## src/rtl/hxd_ifq.sv

```systemverilog
// hxd_ifq: instruction fetch queue that owns the fetch PC, issues sequential IRAM reads and buffers {pc, word} pairs.
// Optional zero-word fault detection (sticky fault_o, fetch freeze) is built when HXD_IFQ_ZERO_FAULT_EN is defined.
module hxd_ifq #(
  parameter int unsigned     XLEN     = 32,
  parameter int unsigned     DEPTH    = 4,
  parameter logic [XLEN-1:0] RESET_PC = '0
) (
  input  logic                   clk_i,
  input  logic                   rst_i,
  output logic                   iram_rd_en_o,
  output logic [XLEN-1:0]        iram_rd_addr_o,
  input  logic [XLEN-1:0]        iram_rd_data_i,
  input  logic                   redirect_i,
  input  logic [XLEN-1:0]        redirect_pc_i,
  input  logic                   stall_i,
  output logic                   inst_valid_o,
  output logic [XLEN-1:0]        inst_data_o,
  output logic [XLEN-1:0]        inst_pc_o,
  output logic [$clog2(DEPTH):0] level_o,
  output logic                   fault_o
);

  localparam int unsigned     AW         = $clog2(DEPTH);
  localparam logic [AW+1:0]   DEPTH_W    = (AW+2)'(DEPTH);
  localparam logic [AW:0]     PTR_ONE    = (AW+1)'(1);
  localparam logic [XLEN-1:0] NOP        = XLEN'(32'h13);
  localparam logic [XLEN-1:0] PC_STEP    = XLEN'(4);
  localparam logic [XLEN-1:0] ALIGN_MASK = ~XLEN'(3);

  typedef struct packed {
    logic [XLEN-1:0] pc;
    logic [XLEN-1:0] word;
  } entry_t;

  entry_t          mem_q [DEPTH];
  entry_t          head;
  logic [XLEN-1:0] pc_q, pc_d;
  logic [XLEN-1:0] inflight_pc_q, inflight_pc_d;
  logic            inflight_q, inflight_d;
  logic [AW:0]     wptr_q, wptr_d, rptr_q, rptr_d;
  logic [AW:0]     level;
  logic [AW+1:0]   used, limit;
  logic            head_present, head_ok, fault_act;
  logic            push, pop, issue;

  // Pointers carry one extra wrap bit, so their difference is the occupancy.
  assign level        = wptr_q - rptr_q;
  assign head_present = (level != '0);
  assign head         = mem_q[rptr_q[AW-1:0]];

`ifdef HXD_IFQ_ZERO_FAULT_EN
  logic fault_q, fault_d;
  logic head_zero;

  // A zero word at the head is never offered to decode; it latches the fault instead.
  assign head_zero = head_present && (head.word == '0);
  assign fault_d   = fault_q | head_zero;
  assign fault_act = fault_q;
  assign head_ok   = head_present && !head_zero && !fault_q;
  assign fault_o   = fault_q;

  always_ff @(posedge clk_i) begin
    if (rst_i) fault_q <= 1'b0;
    else       fault_q <= fault_d;
  end
`else
  assign fault_act = 1'b0;
  assign head_ok   = head_present;
  assign fault_o   = 1'b0;
`endif

  assign pop  = head_ok & ~stall_i;
  assign push = inflight_q & ~redirect_i & ~fault_act;

  // Credit check: buffered + in-flight entries after this cycle's pop must leave room.
  assign used  = {1'b0, level} + {{(AW+1){1'b0}}, inflight_q};
  assign limit = DEPTH_W + {{(AW+1){1'b0}}, pop};
  assign issue = ~rst_i & ~fault_act & ~redirect_i & (used < limit);

  // NOTE: every signal gets its default first, so no path leaves a latch behind.
  always_comb begin
    pc_d          = pc_q;
    inflight_d    = issue;
    inflight_pc_d = inflight_pc_q;
    wptr_d        = wptr_q;
    rptr_d        = rptr_q;
    if (redirect_i) begin
      pc_d   = redirect_pc_i & ALIGN_MASK;
      wptr_d = '0;
      rptr_d = '0;
    end else begin
      if (issue) begin
        pc_d          = pc_q + PC_STEP;
        inflight_pc_d = pc_q;
      end
      if (push) wptr_d = wptr_q + PTR_ONE;
      if (pop)  rptr_d = rptr_q + PTR_ONE;
    end
  end

  // NOTE: state registers use non-blocking assignments so all updates see pre-edge values.
  always_ff @(posedge clk_i) begin
    if (rst_i) begin
      pc_q          <= RESET_PC;
      inflight_q    <= 1'b0;
      inflight_pc_q <= '0;
      wptr_q        <= '0;
      rptr_q        <= '0;
    end else begin
      pc_q          <= pc_d;
      inflight_q    <= inflight_d;
      inflight_pc_q <= inflight_pc_d;
      wptr_q        <= wptr_d;
      rptr_q        <= rptr_d;
    end
  end

  // NOTE: storage is not reset; the pointers alone decide which entries are live.
  always_ff @(posedge clk_i) begin
    if (push) mem_q[wptr_q[AW-1:0]] <= '{pc: inflight_pc_q, word: iram_rd_data_i};
  end

  assign iram_rd_en_o   = issue;
  assign iram_rd_addr_o = pc_q;
  assign inst_valid_o   = head_ok;
  assign inst_data_o    = head_ok ? head.word : NOP;
  assign inst_pc_o      = head_ok ? head.pc : '0;
  assign level_o        = level;

endmodule

```

## config.mk

```make
export PLATFORM = sky130hd
export DESIGN_NAME = hxd_ifq
export DESIGN_NICKNAME = d
export VERILOG_FILES = /design/src/rtl/hxd_ifq.sv
export SDC_FILE = /design/constraint.sdc
export NUM_CORES = 1
export LEC_CHECK = 0
export BUFFER_PORTS_ARGS = -buffer_cell sky130_fd_sc_hd__buf_2
export CAP_MARGIN = 20
export CELL_PAD_IN_SITES_DETAIL_PLACEMENT = 0
export CELL_PAD_IN_SITES_GLOBAL_PLACEMENT = 1
export CORE_MARGIN = 10
export CORE_UTILIZATION = 48
export CTS_BUF_LIST = sky130_fd_sc_hd__clkbuf_8 sky130_fd_sc_hd__clkbuf_16
export CTS_CLUSTER_SIZE = 12
export DETAILED_ROUTE_END_ITERATION = 7
export PLACE_DENSITY_LB_ADDON = 0.1
export REMOVE_ABC_BUFFERS = 1
export SLEW_MARGIN = 20
export SYNTH_ARGS = -nofsm -noshare
export SYNTH_HDL_FRONTEND = slang
export SYNTH_SLANG_ARGS = --single-unit
```

## constraint.sdc

```tcl
create_clock -name clk_i -period 3.5 [get_ports clk_i]
set_input_delay 0.175 -clock clk_i [delete_from_list [all_inputs] [get_ports clk_i]]
set_output_delay 0.175 -clock clk_i [all_outputs]
set_load 0.01 [all_outputs]
```

### Word level (Yosys, flattened, before mapping)

Memories as Yosys holds them, arrays and structs flattened. A register that Yosys moved wholly into a read port is not among the register bits.
Cells that the tools add are included.

* bitwise operators: 7
* order comparisons: 1
* muxes and demuxes: 8
* add/sub/neg operators: 6
* reduce and logical (&&, ||, !) cells: 4

Operator list (number)
* 2-to-1 mux 32 bit: 4
* adder 32 x 3 -> 32 bit (second input constant): 1
* adder 3 x 1 -> 3 bit (second input constant): 2
* adder 3 x 1 -> 4 bit: 1
* adder 3 x 1 -> 4 bit (first input constant): 1
* bitwise AND 1 bit: 4
* less-than comparator 4 bit: 1
* 2-to-1 mux 2 bit: 2
* NOT 1 bit: 3
* nonzero test 3 bit: 1
* subtractor 3 bit: 1
* 2-to-1 mux 1 bit: 2
* AND reduction 2 bit: 1
* nonzero test 2 bit: 1
* OR reduction 2 bit: 1

* output and inout port bits: 102
* bits in writable memories: 256
* logic and storage cells: 33
* memories: 1
* input bits: 68
* register bits: 71

Memory list
* mem_q: words 4, bits a word 64, read ports 1, clocked after Yosys merged registers in 1, wr ports 1, line 35 `entry_t mem_q [DEPTH];`

### Longest topological paths before layout

Gate-level depths: netlist of run 1.

* depth after elaboration: 8
* depth in mapped cells: 11
* mapped depth without buffers: 10

### Worst setup path after synthesis of run 1

Ideal clock, no wire load.

* path kind: flip-flop to flip-flop
* start point: register wptr_q[0]
* end point: register pc_q[19] (netlist: iram_rd_addr_o[19])
* stages on the path, launching flop included: 10
* setup time: 91 ps
* data required time: 3409 ps
* setup slack: 452 ps
* data arrival time: 2957 ps
* path buffers: 0
* clock period less this slack: 3048 ps
* cell sequence: dfxtp_1 inv_1 ha_1 fa_1 inv_1 ha_1 a2111o_1 a21o_1 or4_1 a311oi_1

* longest elaborated chain between the ends: 7
* elaborated cells on any way between the ends: 8
* classes of those cells: add/sub: 3; order compare: 1; bitwise: 2; reduce/logical: 2

Ends and longest elaborated chain
* from (decl): line 40 `logic [AW:0] wptr_q, wptr_d, rptr_q, rptr_d;`
* from (signal assigned): line 113 `wptr_q <= wptr_d;`
* subtractor 3 bit (*): line 47 `assign level = wptr_q - rptr_q;`
* via level_o[1]: line 19 `output logic [$clog2(DEPTH):0] level_o,`
* nonzero test 3 bit: line 48 `assign head_present = (level != '0);`
* bitwise AND 1 bit: line 72 `assign pop = head_ok & ~stall_i;`
* adder 3 x 1 -> 4 bit: line 77 `assign limit = DEPTH_W + {{(AW+1){1'b0}}, pop};`
* less-than comparator 4 bit (*): line 78 `assign issue = ~rst_i & ~fault_act & ~redirect_i & (used < limit);`
* bitwise AND 1 bit (*): line 78
* nonzero test 2 bit (no line) (*)
* to (signal assigned): line 110 `pc_q <= pc_d;`
* to (decl): line 37 `logic [XLEN-1:0] pc_q, pc_d;`

Mark *: on every way through the listed nets, which the timed path passes. The rest lies on a longest branch.
A chain may end at the register's enable or synchronous reset.

### Worst setup path in the final report of run 1

* start point: register wptr_q[0]
* end point: output port iram_rd_en_o

* longest elaborated chain between the ends: 6
* elaborated cells on any way between the ends: 7
* classes of those cells: add/sub: 3; order compare: 1; bitwise: 2; reduce/logical: 1

Ends and longest elaborated chain
* subtractor 3 bit (*): line 47
* nonzero test 3 bit: line 48
* bitwise AND 1 bit: line 72
* adder 3 x 1 -> 4 bit: line 77
* less-than comparator 4 bit (*): line 78
* bitwise AND 1 bit (*): line 78
* to (decl): line 10 `output logic iram_rd_en_o,`

Mark *: on every way between the ends. The rest lies on a longest branch, timed or not.

==> flow_summary.yaml, run 1 <==
finish:
  syn2layout_area_growth_pct: 23.2
  design_area_um2: 15600
  finalNetCount: 1116
  drive_gt1_share_pct: 29.2
  fin_cells: 1399
  antennaDiodeCount: 0
  mostFrequentLayoutCell: "edfxtp_1"
  layout_common_cells: "edfxtp_1 (248), buf_2 (162), nand2_1 (84)"
  fill_cells: 2038
logic_synthesis:
  synth_cells: 807
  synth_edf_count: 248
  ys_seq_area_share_pct: 69.6
  synth-seq-cells: 317
  yosysWarnings: 0
  yosys.cell_types.count: 52
  avgSynthCellArea_um2: 15.7
  synth-async-reset-ratio_pct: 0
  synth_area_um2: 12700
  synth_top_flop_cell: "edfxtp_1"
power_and_ir_drop:
  power.leakage_nw: 5.64
  power_density_nw_per_um2: 519
  irDropWorstVdd_mv: 0.393
  p_total_w: 0.00812
floorplan:
  die_h_um: 183
  die_w_um: 183
  start_util_pct: 48.7
  die-area_um2: 33300
  core_um2: 26100
  num_rows: 59
  io_pins: 170
run_status:
  status: "complete, no violations"
global_routing:
  grt_usage_pct: 17.3
  grt_pass1_vias: 8286
  grt_pass1_wl_um: 45900
  grt-ovfl-total: 0
  grt_max_degree: 64
  antenna_found_initial: 0
critical_path:
  endpoint: "iram_rd_en_o"
  cp-startpoint: "wptr_q[0]"
  rr_startpoint: "wptr_q[0]"
  r2r_cells: 11
  critPathCaptureType: "primary output"
  cp_data_arrival_time_ps: 3160
  cp-start-kind: "flip-flop"
  rr_endpoint: "iram_rd_addr_o[14]"
  regToRegSetupSlack_ps: 230
  criticalPathCategory: "flip-flop to primary output"
  cp.required_ps: 3320
  critPathMaxFanout: 12
  cp_cell_sequence: "inv_1, ha_1, fa_1, inv_1, ha_1, a2111o_1, a211o_1, inv_2, buf_12, buf_2"
  crit_slowest_cell: "fa_1"
  critPathMaxStageDelay_ps: 520
place:
  gp_congestion: 0.807
  place_inst: 1273
  portBuffers: 162
  hpwl_um: 17900
  place_area_um2: 13900
routing:
  routed_wirelength_um: 29400
  first_pass_iters: 4
  drt_iter0_drc: 519
  vias: 7670
  viasPerCell: 5.48
  ant_nets: 0
  drc: 0
  wl_per_cell_um: 21.0
sta:
  grt_setup_unrepaired: "false"
  tns_ps: 0
  period_share_pct: 95.2
  fmax_mhz: 300
  setup_viol: 0
  tightest_slew_ps: 1040
  fin_crit_ps: 3330
  slew_violations: 0
  finalHoldViolations: 0
  holdWs_ps: 34.1
  relSlewSlack_pct: 30.3
  clock_skew_ps: 19.9
clock_tree:
  cts_tree: "built"
  clockBufferDepth: 3
  clock-sinks: 317
  clk_latency_ps: 510
  clockRootBuffer: "clkbuf_16"
  htreeDepth: 2
  cts_made_buffers: 34
  clk_pin_slew_ps: 60
hold_path:
  min_path_type: "input port to flip-flop"
job:
  cap_violations: 0
==> per-stage QoR <==
stage	util [%]	worst slack, ps
floorplan	-	-1680
global placement	53.2	157
detailed placement	53.2	-5.37
CTS	59.8	0.836
global route	60.0	42.5
finish	60.0	167
==> layer usage <==
metal	track usage [%]	share of wire, %	routed length [um]	up-vias
met3	4.29	6.0	1770	42
met5	0	0	0	-
li1	-	-	-	3551
met4	3.94	1.7	487	0
met2	29.4	49	14500	216
met1	21.9	43	12600	3861
==> critical path: cells and delay by family, from the launching register on <==
kind | cells | cell delay [ps]
compound gates | 2 | 700
fa+ha+maj | 3 | 1020
buf+inv | 5 | 550
flops | 1 | 360
==> layout make-up <==
type                    instances  area, um2  area share (%)
flip-flops and latches        317       8840            56.5
inverters                      16       60.1           0.384
clock inverters                22        160            1.02
well taps                     335        419            2.68
multi-input cells             428       3630            23.2
clock buffers                  40        933            5.97
repair buffers                241       1590            10.2
==> sequential cells by signal (all words and copies together) (netlist names), named ones only <==
register	flops
wptr_q	3
inflight_pc_q	30
rptr_q	3
mem_q	248
inflight_q	1
iram_rd_addr_o	30
==> cells by family after synthesis <==
kind of cell             share of synthesized area (%)
multiplexers                                      11.1
AO/OA/AOI/OAI                                     5.34
flip-flops                                        69.6
adder cells (fa/ha/maj)                           1.05
XOR/XNOR                                          1.50
AND/OR/NAND/NOR                                   9.30
buffers and inverters                             2.14
other                                           0.0295
==> power breakdown <==
group / internal, W / switching, W / total [W]
clock: 0.00205 / 0.00137 / 0.00342
combinational: 0.000235 / 0.000283 / 0.000518
sequential: 0.00411 / 0.0000663 / 0.00418
total: 0.00639 / 0.00172 / 0.00812
==> worst min path at each step <==
stage	slack [ps]	to	start	depth (start not counted)
floorplan	240	inflight_pc_q[10]	rst_i	1
global placement	380	mem_q[1][1]	iram_rd_data_i[1]	1
detailed placement	390	mem_q[3][16]	iram_rd_data_i[16]	1
CTS	10	iram_rd_addr_o[4]	redirect_pc_i[4]	3
global route	30	iram_rd_addr_o[7]	redirect_pc_i[7]	3
finish	30	iram_rd_addr_o[4]	redirect_pc_i[4]	3
==> timing repair <==
item,in CTS,in global routing
endpoints found under the setup margin,3,5
pin swaps,1,1
hold buffers,58,0
setup buffers,2,3
cloned,0,1
resized for setup,4,3
hold endpoints to repair,154,0
==> cells in the mapped netlist (7+ instances only) <==
library cell  instances  area share (%)
edfxtp_1            248              59
nand2_1              84             2.5
dfxtp_1              69              11
mux4_2               62              11
nor2b_1              60             3.0
a21oi_1              37             1.5
clkbuf_1             35             1.0
nor2_1               31            0.92
a211oi_1             19             1.1
xnor2_1              18             1.2
inv_1                15            0.44
a311oi_1              9            0.62
ha_1                  9            0.89
nand3_1               9            0.35
and2_1                7            0.35
o21ai_0               7            0.28
or4_1                 7            0.41
Power figures use the tool's default switching activity.
==> run 2: changes to the inputs <==
Settings changed: CORE_UTILIZATION 48 to 46.
==> run 2 against run 1 <==
Worst setup slack got worse by 3.0 ps. Cell count increased by 0.29%. Design area grew 0.25%. Combinational power decreased by 2%. Critical path depth unchanged. Sequential share of layout area is 0.14 points lower. Critical endpoint is now iram_rd_addr_o[29].
==> flow_summary.yaml, run 2 (synthesis gave the netlist of run 1 again) <==
run_status:
  status: "complete, no violations"
clock_tree:
  clk_latency_ps: 500
  clockBufferDepth: 3
  clock-sinks: 317
  clockRootBuffer: "clkbuf_16"
  cts_tree: "built"
  htreeDepth: 2
  clk_pin_slew_ps: 60
  cts_made_buffers: 35
finish:
  drive_gt1_share_pct: 29.1
  syn2layout_area_growth_pct: 23.5
  fin_util_pct: 58.0
  layout.area.seq_um2: 8840
  finalNetCount: 1114
  largest_reg_flops: 248
  antennaDiodeCount: 0
  multi_input_area_um2: 3630
  fill_cells: 2158
  design_area_um2: 15700
  fin_cells: 1403
  layout_common_cells: "edfxtp_1 (248), buf_2 (162), nand2_1 (84)"
  mostFrequentLayoutCell: "edfxtp_1"
critical_path:
  critPathMaxFanout: 16
  cp_cell_sequence: "inv_1, ha_1, fa_1, inv_1, ha_1, a2111o_1, buf_4, a21o_2, or4_1, a311oi_1"
  r2r_cells: 10
  critPathMaxStageDelay_ps: 540
  regToRegSetupSlack_ps: 160
  crit_slowest_cell: "or4_1"
  cp_data_arrival_time_ps: 3740
  cp-start-kind: "flip-flop"
  path_buf_inv: 3
  cp.required_ps: 3900
  criticalPathCategory: "flip-flop to flip-flop"
  rr_startpoint: "wptr_q[0]"
  worst_path_dominant_cell_family: "adder cells"
  rr_endpoint: "iram_rd_addr_o[29]"
  critPathCaptureType: "flip-flop"
floorplan:
  start_util_pct: 47.0
  io_pins: 170
  num_rows: 60
  die_h_um: 186
  die-area_um2: 34600
  die_w_um: 186
  core_um2: 27000
power_and_ir_drop:
  p_total_w: 0.00838
  irDropWorstVdd_mv: 0.285
  power_density_nw_per_um2: 535
  power.leakage_nw: 5.63
global_routing:
  grt_pass1_wl_um: 46000
  grt-ovfl-total: 0
  grt_usage_pct: 17.1
  grt_max_degree: 64
  antenna_found_initial: 0
  grt_pass1_vias: 8089
place:
  gp_congestion: 0.784
  place_inst: 1279
  portBuffers: 162
  hpwl_um: 18000
  place_area_um2: 13900
routing:
  drc: 0
  viasPerCell: 5.46
  ant_nets: 0
  wl_per_cell_um: 21.1
  drt_iter0_drc: 477
  first_pass_iters: 5
  vias: 7654
  routed_wirelength_um: 29600
sta:
  slew_violations: 0
  clock_skew_ps: 15.2
  setup_viol: 0
  finalHoldViolations: 0
  fin_crit_ps: 3340
  relSlewSlack_pct: 29.5
  grt_setup_unrepaired: "false"
  fmax_mhz: 300
  period_share_pct: 95.3
  tightest_slew_ps: 1060
  tns_ps: 0
job:
  cap_violations: 0
hold_path:
  min_path_type: "input port to flip-flop"
  whs_path_depth: 3
  worst_hold_path.endpoint: "iram_rd_addr_o[7]"
  hp-start: "redirect_pc_i[7]"
## run 2: changes by cell type in the layout (fill, tap and decap cells not counted), moves of 2 or more
cell	change
clkbuf_8	+2
inv_1	-5
buf_12	-2
inv_6	-2
clkbuf_16	+2
clkinv_1	+4
## run 2: what timing repair did
item,CTS,global route
hold buffers,59,0
pin swaps,2,0
setup buffers,3,0
setup endpoints to repair,1,8
gates resized for setup,5,1
hold endpoints to repair,155,0
## run 2: per-layer routing
layer  routed length (um)  up-vias  global-route usage, %  share of wire (%)
met5                    0        -                      0                  0
met4                  491        0                   4.61                1.7
met3                 1790       39                   3.59                6.1
met2                14400      231                   28.4                 49
met1                12900     3825                   22.3                 44
li1                     -     3559                      -                  -
## run 2: layout make-up
| cell class | count | share of cell area (%) |
|---|---|---|
| clock buffer | 45 | 6.61 |
| multi-input combinational | 428 | 23.2 |
| clock inverter | 18 | 0.942 |
| timing repair buffer | 238 | 9.76 |
| sequential | 317 | 56.4 |
| tap | 341 | 2.72 |
| inverter | 16 | 0.399 |
## run 2: worst max-delay path by stage
stage / start / to / cells past startpoint
6_report: wptr_q[0] / iram_rd_addr_o[29] / 10
5_1_grt: wptr_q[0] / iram_rd_addr_o[14] / 11
4_1_cts: wptr_q[0] / iram_rd_en_o / 10
3_5_place_dp: wptr_q[0] / iram_rd_addr_o[29] / 9
3_3_place_gp: wptr_q[0] / iram_rd_addr_o[30] / 11
2_1_floorplan: wptr_q[0] / inst_data_o[0] / 7
## run 2: where the power goes
group / leakage [nW] / switching [W] / total (W) / internal, W
registers: 2.98 / 0.0000677 / 0.00418 / 0.00411
logic: 2.04 / 0.000281 / 0.000509 / 0.000228
clock network: 0.619 / 0.00140 / 0.00369 / 0.00229
total: 5.63 / 0.00175 / 0.00838 / 0.00663
## run 2: worst min-delay path, stage by stage
cell,delay [ps]
buf_2,100
o21ai_0,80
a31oi_1,130
## run 2: metrics by stage
stage	setup WS [ps]	hold WS, ps
after floorplan	-1680	244
after global placement	135	385
after detailed placement	38.2	395
after CTS	62.8	6.78
after global routing	12.6	52.7
final	164	16.9
==> run 3: changes to the inputs <==
Settings changed: ABC_AREA from default to 1, CORE_UTILIZATION 46 to 45.
==> run 3 against run 2 <==
Clock power shrank 3%. Register-to-register slack improved by 350 ps. Fmax rose by 1.4%.
==> flow_summary.yaml, run 3 <==
finish:
  drive_gt1_share_pct: 16.4
  fin_cells: 1967
  largest_reg_flops: 248
  finalNetCount: 1628
  antennaDiodeCount: 0
  fin_util_pct: 55.2
  layout_common_cells: "nor2_1 (293), nand2_1 (259), edfxtp_1 (248)"
  syn2layout_area_growth_pct: 20.4
  mostFrequentLayoutCell: "nor2_1"
  fill_cells: 2707
critical_path:
  criticalPathCategory: "flip-flop to primary output"
  worst_path_dominant_cell_family: "adder cells"
  regToRegSetupSlack_ps: 510
  rr_startpoint: "wptr_q[0]"
  cp.depth: 12
  critPathCaptureType: "primary output"
  cp-start-kind: "flip-flop"
  cp.required_ps: 3320
  crit_slowest_cell: "fa_1"
  path_buf_inv: 5
  cpMostUsedCell: "inv_1"
  critPathMaxFanout: 31
  rr_endpoint: "iram_rd_addr_o[13]"
  r2r_cells: 12
  cp_data_arrival_time_ps: 3110
  cp_cell_sequence: "inv_1, ha_1, fa_1, inv_1, ha_1, nor2_1, nand3_1, nand2_2, nand2_8, inv_1, buf_12, buf_2"
  critPathMaxStageDelay_ps: 530
floorplan:
  die_w_um: 194
  num_rows: 63
  start_util_pct: 45.9
  die_h_um: 194
  io_pins: 170
  core_um2: 29800
  die-area_um2: 37700
logic_synthesis:
  yosys.cell_types.count: 33
  synth_area_um2: 13700
  synth_area_leaders: "edfxtp_1 (55%), dfxtp_1 (10%), nor2_1 (8.2%)"
  yosysWarnings: 0
  synth_top_flop_cell: "edfxtp_1"
  synth.most_common_cell: "nor2_1"
  synth_edf_count: 248
  synth_cells: 1372
  avgSynthCellArea_um2: 9.96
  synth_area_leader_cell: "edfxtp_1"
  synth_top_area_share_pct: 54.5
  synth-async-reset-ratio_pct: 0
  synth-seq-cells: 317
  synth.cells.most_frequent: "nor2_1 (297), nand2_1 (259), edfxtp_1 (248)"
  ys_seq_area_share_pct: 64.6
routing:
  drt_iter0_drc: 485
  viasPerCell: 5.02
  ant_nets: 0
  drc: 0
  routed_wirelength_um: 32600
  first_pass_iters: 6
  wl_per_cell_um: 16.6
  vias: 9881
global_routing:
  grt_max_degree: 80
  grt_usage_pct: 17.0
  grt_pass1_vias: 9895
  antenna_found_initial: 0
  grt_pass1_wl_um: 52800
  grt-ovfl-total: 0
place:
  place_inst: 1863
  gp_congestion: 0.826
  hpwl_um: 20100
  portBuffers: 162
power_and_ir_drop:
  irDropWorstVdd_mv: 0.349
  power_density_nw_per_um2: 537
  p_total_w: 0.00883
  power.leakage_nw: 6.71
sta:
  fmax_mhz: 304
  fin_crit_ps: 3290
  tns_ps: 0
  clock_skew_ps: 21.1
  setup_viol: 0
  tightest_slew_ps: 848
  relSlewSlack_pct: 43.5
  period_share_pct: 94.0
  slew_violations: 0
  grt_setup_unrepaired: "false"
  finalHoldViolations: 0
clock_tree:
  post-cts-setup-buffer-count: 0
  cts_made_buffers: 36
  clockBufferDepth: 3
  clockRootBuffer: "clkbuf_16"
  cts_tree: "built"
  clk_latency_ps: 520
  clk_pin_slew_ps: 60
  clock-sinks: 317
  htreeDepth: 2
job:
  cap_violations: 0
hold_path:
  whs_path_depth: 5
  hp-start: "redirect_pc_i[18]"
  min_path_type: "input port to flip-flop"
  worst_hold_path.endpoint: "iram_rd_addr_o[18]"
run_status:
  status: "complete, no violations"
-- run 3: area by class of cell --
| class | instances | area (um2) | area share, % |
|---|---|---|---|
| flip-flops and latches | 317 | 8840 | 53.7 |
| multi-input cells | 867 | 4110 | 25.0 |
| repair buffers | 217 | 1430 | 8.72 |
| clock buffers | 43 | 997 | 6.06 |
| well taps | 390 | 488 | 2.97 |
| inverters | 111 | 419 | 2.55 |
| clock inverters | 22 | 164 | 0.997 |
-- run 3: metrics by stage --
step	hold WS (ps)	area, um2	worst slack [ps]
2_1_floorplan	237	13300	-1480
3_3_place_gp	387	14900	524
3_5_place_dp	394	14900	454
4_1_cts	1.57	16400	104
5_1_grt	26.3	16400	1.27
6_report	20.6	16400	211
-- run 3: timing repair --
action,in CTS,in global routing
endpoints found under the setup margin,0,1
resized for setup,0,1
hold endpoints to repair,135,0
hold buffers,39,0
-- run 3: routing by layer --
metal | track usage [%] | wire, um | vias up
li1 | - | - | 4994
met1 | 22.3 | 14900 | 4603
met2 | 27.5 | 15100 | 249
met3 | 4.37 | 2180 | 35
met4 | 4.06 | 419 | 0
met5 | 0 | 0 | -
-- run 3: how the worst max path moves through the flow --
stage / start / to / slack [ps]
after global routing: wptr_q[0] / iram_rd_en_o / 1
final: wptr_q[0] / iram_rd_en_o / 210
after floorplan: flip-flop / inst_data_o[10] / -1480
after global placement: wptr_q[0] / iram_rd_addr_o[18] / 520
after CTS: wptr_q[0] / iram_rd_en_o / 100
after detailed placement: wptr_q[0] / iram_rd_addr_o[14] / 450
-- run 3: kinds of logic (layout without fill, tap and decap cells) --
family                     Yosys count  count (layout)  share of synthesized area (%)
AOI/OAI and AO/OA                  203             203                           9.38
xor gates and xnor gates             6               6                          0.385
adders and majority gates           10              10                          0.971
buffers and inverters              192             393                           5.81
DFF                                317             317                           64.6
muxes                                3               3                          0.220
other                                1               5                         0.0274
and+or+nand+nor                    640             640                           18.6
-- run 3: where the power goes --
part           internal, W  switching (W)
clock              0.00217        0.00142
sequential         0.00416       0.000101
combinational     0.000375       0.000611
total              0.00670        0.00213
-- run 3: worst min-delay path: stages --
cell and delay [ps]:
buf_2 90, nand2_1 50, nand2_1 50, nand2_1 70, a21oi_2 50
